File: config.mk
export PLATFORM = sky130hd
export DESIGN_NAME = sparse_idx_loader
export DESIGN_NICKNAME = d
export VERILOG_FILES = /design/src/rtl/sparse_idx_pkg.sv /design/src/rtl/sparse_idx_lfsr.sv /design/src/rtl/sparse_idx_loader.sv
export SDC_FILE = /design/constraint.sdc
export NUM_CORES = 1
export LEC_CHECK = 0
export ABC_AREA = 1
export CORE_MARGIN = 2
export CORE_UTILIZATION = 25
export CTS_BUF_LIST = sky130_fd_sc_hd__clkbuf_8
export CTS_CLUSTER_DIAMETER = 120
export DETAILED_ROUTE_END_ITERATION = 12
export GPL_TIMING_DRIVEN = 0
export SLEW_MARGIN = 10
export SYNTH_ARGS = -nofsm -noshare
export SYNTH_HDL_FRONTEND = slang
export SYNTH_SLANG_ARGS = --single-unit
File: constraint.sdc
create_clock -name clk -period 4.8 [get_ports clk]
set_input_delay 0.72 -clock clk [delete_from_list [all_inputs] [get_ports clk]]
set_output_delay 0.72 -clock clk [all_outputs]
set_load 0.05 [all_outputs]
File: src/rtl/sparse_idx_pkg.sv
// Shared defaults, LFSR constants and FSM encoding for the sparse index loader.
package sparse_idx_pkg;

   localparam int unsigned IDX_WIDTH_DEF = 16;
   localparam int unsigned NUM_IDX_DEF   = 8;
   localparam int unsigned POLY_N_DEF    = 17669;

   // Fibonacci taps for x^16 + x^14 + x^13 + x^11 + 1 on a left-shifting register
   localparam logic [15:0] LFSR_TAPS     = 16'hB400;
   localparam logic [15:0] LFSR_SEED_DEF = 16'hACE1;

   typedef enum logic [1:0] {
      ST_IDLE = 2'd0,
      ST_EMIT = 2'd1,
      ST_DONE = 2'd2
   } state_e;

endpackage

File: src/rtl/sparse_idx_lfsr.sv
// 16-bit Fibonacci LFSR used to decide and generate dummy indices.
// A zero seed is replaced by the default seed so the register never locks up.
module sparse_idx_lfsr
   import sparse_idx_pkg::*;
(
   input  logic        clk,
   input  logic        reset_i,
   input  logic        load,
   input  logic [15:0] seed,
   input  logic        step,
   output logic [15:0] state
);

   logic [15:0] state_q, state_d;

   // Reseed on load, otherwise shift once per step
   always_comb begin
      state_d = state_q;
      if (load) begin
         state_d = (seed == '0) ? LFSR_SEED_DEF : seed;
      end else if (step) begin
         state_d = {state_q[14:0], ^(state_q & LFSR_TAPS)};
      end
   end

   // State register, reset to the default seed
   always_ff @(posedge clk or posedge reset_i) begin
      if (reset_i) state_q <= LFSR_SEED_DEF;
      else         state_q <= state_d;
   end

   assign state = state_q;

endmodule

File: src/rtl/sparse_idx_loader.sv
// Sparse index loader: latches a packed key, range-checks it, then streams the
// indices to a downstream multiplier over a valid/ready handshake.
// Optional feature: define DUMMY_INSERT_EN to insert LFSR-driven dummy indices
// (at most one before each real index).
module sparse_idx_loader
   import sparse_idx_pkg::*;
#(
   parameter int unsigned pIDX_WIDTH = IDX_WIDTH_DEF,
   parameter int unsigned pNUM_IDX   = NUM_IDX_DEF,
   parameter int unsigned pPOLY_N    = POLY_N_DEF
) (
   input  logic                           clk,
   input  logic                           reset_i,
   input  logic                           load_i,
   input  logic [pNUM_IDX*pIDX_WIDTH-1:0] key_i,
   input  logic [15:0]                    seed_i,
   output logic [pIDX_WIDTH-1:0]          idx_o,
   output logic                           idx_valid_o,
   output logic                           idx_dummy_o,
   input  logic                           idx_ready_i,
   output logic                           busy_o,
   output logic                           done_o,
   output logic                           err_o
);

   localparam int unsigned     CNT_W    = (pNUM_IDX > 1) ? $clog2(pNUM_IDX) : 1;
   localparam logic [CNT_W-1:0] LAST_CNT = CNT_W'(pNUM_IDX - 1);

   state_e                         state_q, state_d;
   logic [pNUM_IDX*pIDX_WIDTH-1:0] key_q, key_d;
   logic [CNT_W-1:0]               cnt_q, cnt_d;
   logic                           err_q, err_d;
   logic                           load_acc, range_err, xfer, cur_dummy, last_real;
   logic [pIDX_WIDTH-1:0]          real_idx, dummy_idx;

   assign load_acc  = (state_q == ST_IDLE) && load_i;
   assign xfer      = (state_q == ST_EMIT) && idx_ready_i;
   assign real_idx  = key_q[cnt_q*pIDX_WIDTH +: pIDX_WIDTH];
   assign last_real = xfer && !cur_dummy && (cnt_q == LAST_CNT);

   // Flag any incoming index outside 0..pPOLY_N-1
   always_comb begin
      range_err = 1'b0;
      for (int unsigned k = 0; k < pNUM_IDX; k++) begin
         if (32'(key_i[k*pIDX_WIDTH +: pIDX_WIDTH]) >= pPOLY_N) range_err = 1'b1;
      end
   end

`ifdef DUMMY_INSERT_EN
   logic [15:0] lfsr_state;
   logic [31:0] dummy_raw;
   logic        dmy_done_q, dmy_done_d;
   logic        unused_lfsr;

   sparse_idx_lfsr u_lfsr (
      .clk     (clk),
      .reset_i (reset_i),
      .load    (load_acc),
      .seed    (seed_i),
      .step    (xfer),
      .state   (lfsr_state)
   );

   assign dummy_raw   = {17'd0, lfsr_state[14:0]};
   assign unused_lfsr = lfsr_state[15];

   // The dummy decision for a real index is made once; after a dummy the real
   // index follows unconditionally, which caps dummies at one per index.
   assign cur_dummy = (state_q == ST_EMIT) && !dmy_done_q && lfsr_state[0];

   // Fold dummy values at or above pPOLY_N back into range
   always_comb begin
      dummy_idx = pIDX_WIDTH'(dummy_raw);
      if (dummy_raw >= pPOLY_N) dummy_idx = pIDX_WIDTH'(dummy_raw - pPOLY_N);
   end

   // Track whether the pending real index has already had its dummy
   always_comb begin
      dmy_done_d = dmy_done_q;
      if (load_acc)  dmy_done_d = 1'b0;
      else if (xfer) dmy_done_d = cur_dummy;
   end

   // Dummy-tracking register
   always_ff @(posedge clk or posedge reset_i) begin
      if (reset_i) dmy_done_q <= 1'b0;
      else         dmy_done_q <= dmy_done_d;
   end
`else
   logic unused_seed;

   assign cur_dummy   = 1'b0;
   assign dummy_idx   = '0;
   assign unused_seed = ^seed_i;
`endif

   // Datapath next-state: latch key on accepted load, advance on real transfers
   always_comb begin
      key_d = key_q;
      cnt_d = cnt_q;
      err_d = err_q;
      if (load_acc) begin
         key_d = key_i;
         cnt_d = '0;
         err_d = range_err;
      end else if (xfer && !cur_dummy && (cnt_q != LAST_CNT)) begin
         cnt_d = cnt_q + 1'b1;
      end
   end

   // Datapath registers
   always_ff @(posedge clk or posedge reset_i) begin
      if (reset_i) begin
         key_q <= '0;
         cnt_q <= '0;
         err_q <= 1'b0;
      end else begin
         key_q <= key_d;
         cnt_q <= cnt_d;
         err_q <= err_d;
      end
   end

   // FSM state register
   always_ff @(posedge clk or posedge reset_i) begin
      if (reset_i) state_q <= ST_IDLE;
      else         state_q <= state_d;
   end

   // FSM next state: a range error skips emission and goes straight to DONE
   always_comb begin
      state_d = state_q;
      unique case (state_q)
         ST_IDLE: if (load_i) state_d = range_err ? ST_DONE : ST_EMIT;
         ST_EMIT: if (last_real) state_d = ST_DONE;
         ST_DONE: state_d = ST_IDLE;
         default: state_d = ST_IDLE;
      endcase
   end

   // FSM outputs; idx_o only changes on a transfer, so it holds during stalls
   always_comb begin
      idx_o       = '0;
      idx_valid_o = 1'b0;
      idx_dummy_o = 1'b0;
      busy_o      = 1'b0;
      done_o      = 1'b0;
      unique case (state_q)
         ST_EMIT: begin
            idx_valid_o = 1'b1;
            idx_dummy_o = cur_dummy;
            idx_o       = cur_dummy ? dummy_idx : real_idx;
            busy_o      = 1'b1;
         end
         ST_DONE: begin
            busy_o = 1'b1;
            done_o = 1'b1;
         end
         default: ;
      endcase
   end

   assign err_o = err_q;

endmodule
==> results.yml <==
finish:
  fillCellCount: 2842
  ff_latch_area_sq_um: 3350
  fin_cells: 1436
  nets: 1236
  drive_gt1_share_pct: 6.21
  areaGrowthSynthToFinish_pct: 35.5
  multi_input_area_sq_um: 2890
  n_antenna_cell: 0
power:
  power_mw: 4.31
  ir_drop_uv: 175
  p_int_mw: 2.71
  combPwrFrac_pct: 31.2
  p_switching_mw: 1.59
  pwr-share-clk_pct: 24.2
  pwr-share-seq_pct: 44.5
  power_leakage_nw: 4.25
  p_per_area_nw_per_um2: 470
  p_sw_share_pct: 37.0
drt:
  ant_nets: 0
  wl_um: 24400
  wire_per_inst_um: 17.0
  drc: 0
  via_per_inst: 4.67
  dr.pass1.iters: 5
  vias: 6701
  first_iter_violations: 573
global_route:
  grt_usage_pct: 17.4
  grt_pass1_wl_um: 37100
  antenna_found_initial: 0
  grt_max_degree: 76
  grt.overflow.total: 0
  grt_pass1_vias: 6559
critical_path:
  worst_r2r_path_depth: 8
  timing_worst_setup_path_type: "flop to output port"
  crit_path_max_fanout: 10
  cp-start-kind: "flop"
  cp-end-kind: "output port"
  crit_required_ns: 4.08
  regToRegEndpoint: "key_q[78]"
  reg2reg_from: "state_q[0]"
  regToRegSetupSlack_ns: 2.78
  setup.worst_path.start: "state_q[1]"
  cp.arrival_ns: 3.17
logic_synthesis:
  synth_cell_types: 27
  syn_inst: 912
  ys_seq_elements: 134
  ys_warn_count: 0
  syn_area_sq_um: 6760
  ys_seq_area_share_pct: 49.6
  synth_area_leaders: "dfrtp_1 (50%), nand2_1 (18%), o21ai_0 (9.9%), nor2_1 (4.6%), inv_1 (3.3%)"
  syn_area_per_cell_sq_um: 7.41
  synth_top_family_by_area: "simple AND/OR/NAND/NOR gates"
  synthSimpleGateAreaFrac_pct: 26.5
  synth_xor_area_share_pct: 0
  synth_fa_ha_area_share_pct: 0.925
  synth.mux.area_fraction_pct: 0
  yosysTopAreaCell: "dfrtp_1"
  synth_compound_area_share_pct: 15.2
  netlist.area_leader.share_pct: 49.6
  syn-num-nets: 1065
clock_network:
  path_clk_slew_ns: 0.07
  cts_buffers: 17
  cts.sinks: 134
  insertion_delay_ns: 0.46
  cts.path.max_buffers: 2
  cts_tree: "built"
  cts.htree.levels: 4
  post_cts_resized: 0
  cts-root-buf: "clkbuf_8"
  postCtsSetupRepairBufs: 0
  postCtsHoldBufs: 0
min_path:
  hold_end: "key_q[29]"
  min_from: "key_q[29]"
  hold_path_class: "flop to flop"
  holdPathStages: 2
timing:
  fin_worst_skew_ns: 0.0121
  timing.final.crit_share_pct: 81.1
  layout_setup_ws_ns: 0.907
  setup_tns_ns: 0
  timing.final.crit_period_ns: 3.89
  worst_pin_slew_ns: 0.601
  fmax_mhz: 257
  report.final.slew_viol_count: 0
  holdWs_ns: 0.478
  grt_setup_unrepaired: "no"
  hold_viol_final: 0
  maxSlewHeadroom_pct: 59.5
  setup-violations-final: 0
placed_design:
  dp.cells: 1405
  io_buffers: 151
  place_hpwl_um: 19100
  routabilityCongestion: 0.876
  place_ws_ns: 1.50
die:
  initial_core_util_pct: 25.3
  rows: 60
  die_w_um: 168
  dieArea_sq_um: 28400
  coreArea_sq_um: 26700
  boundaryPins: 169
  die_h_um: 168
job:
  maxCapViolations: 0
status:
  status: "completed"
==> routing by layer <==
metal	wire [um]	share of wire (%)	vias up	global-route usage (%)
met5	0	0	-	0
met4	690	2.8	0	5.21
met3	1940	8.0	33	5.17
met2	10700	44	252	26.9
met1	11000	45	3157	23.7
li1	-	-	3259	-
==> cell usage in the layout (no fill, tap or decap) <==
cell type	netlist	routed
dfrtp_1	134	134
buf_16	0	1
clkdlybuf4s50_1	0	151
clkbuf_8	0	18
inv_4	1	1
buf_1	2	2
a31oi_1	16	16
o21ai_2	1	1
nor2_2	6	6
o21bai_1	1	1
inv_1	59	58
o21ai_1	20	20
conb_1	1	1
buf_6	2	2
clkinv_2	0	4
clkbuf_2	1	1
nor2_1	82	82
clkinvlp_4	0	3
nand4_1	5	5
inv_6	0	2
nand3_1	23	23
clkinv_4	0	1
buf_8	3	3
nor3_1	10	10
nand2_1	328	328
buf_4	3	3
ha_1	5	5
buf_2	15	15
bufinv_16	0	4
nand3_2	2	2
clkbuf_1	29	29
a21oi_1	25	25
o22ai_1	3	3
inv_2	1	1
o21ai_0	134	134
==> cells in the mapped netlist (all sizes together) <==
| master | number |
|---|---|
| a21oi | 25 |
| a31oi | 16 |
| buf | 25 |
| clkbuf | 30 |
| conb | 1 |
| dfrtp | 134 |
| ha | 5 |
| inv | 61 |
| nand2 | 328 |
| nand3 | 25 |
| nand4 | 5 |
| nor2 | 88 |
| nor3 | 10 |
| o21ai | 155 |
| o21bai | 1 |
| o22ai | 3 |
==> area by class of cell <==
type | instances | area share (%)
sequential | 134 | 36.6
clock inverter | 13 | 1.97
multi-input combinational | 662 | 31.6
clock buffer | 18 | 2.70
timing repair buffer | 152 | 16.8
tap | 341 | 4.66
buffer | 55 | 3.13
inverter | 61 | 2.58
==> worst max path at each step <==
| stage | slack, ns | end | cells past startpoint |
|---|---|---|---|
| after detailed placement | 1.50 | idx_o[11] | 7 |
| after floorplan | 0.50 | cnt_q[0] | 1 |
| after CTS | 0.98 | idx_o[11] | 7 |
| final | 0.91 | idx_o[11] | 7 |
| after global placement | -1.60 | key_q[54] | 2 |
| after global routing | 0.70 | idx_o[8] | 7 |
==> cells by family after synthesis <==
kind of cell / after synthesis
compound gates: 200
fa+ha+maj: 5
buf+inv: 116
flops: 134
other cells: 1
simple gates: 456
==> worst max-delay path, stage by stage, from the launching register on <==
cell and delay [ns]:
dfrtp_1 0.41, inv_1 0.09, ha_1 0.17, clkbuf_1 0.31
clkbuf_1 0.35, o21ai_0 0.19, a31oi_1 0.32, clkdlybuf4s50_1 0.87
==> state kept, by name, indices dropped and copies added, names as in the netlist <==
register / cells
cnt_q: 3
err_o: 1
key_q: 128
state_q: 2
==> power groups by stage <==
| stage | Sequential [mW] | Clock, mW | Combinational [mW] |
|---|---|---|---|
| after global placement | 1.92 | 0 | 1.31 |
| after floorplan | 1.86 | 0 | 0.848 |
| final | 1.92 | 1.04 | 1.35 |
| after global routing | 1.97 | 1.11 | 1.53 |
| after CTS | 1.91 | 1.05 | 1.34 |
| after detailed placement | 1.92 | 0 | 1.33 |
==> per-stage QoR <==
stage | util, % | instance area (sq um)
finish | 34.3 | 9160
global route | 34.3 | 9160
CTS | 34.3 | 9160
detailed placement | 32.7 | 8730
global placement | 32.6 | 8700
floorplan | - | 6760
Note: power is estimated with default switching activity, not from simulation.
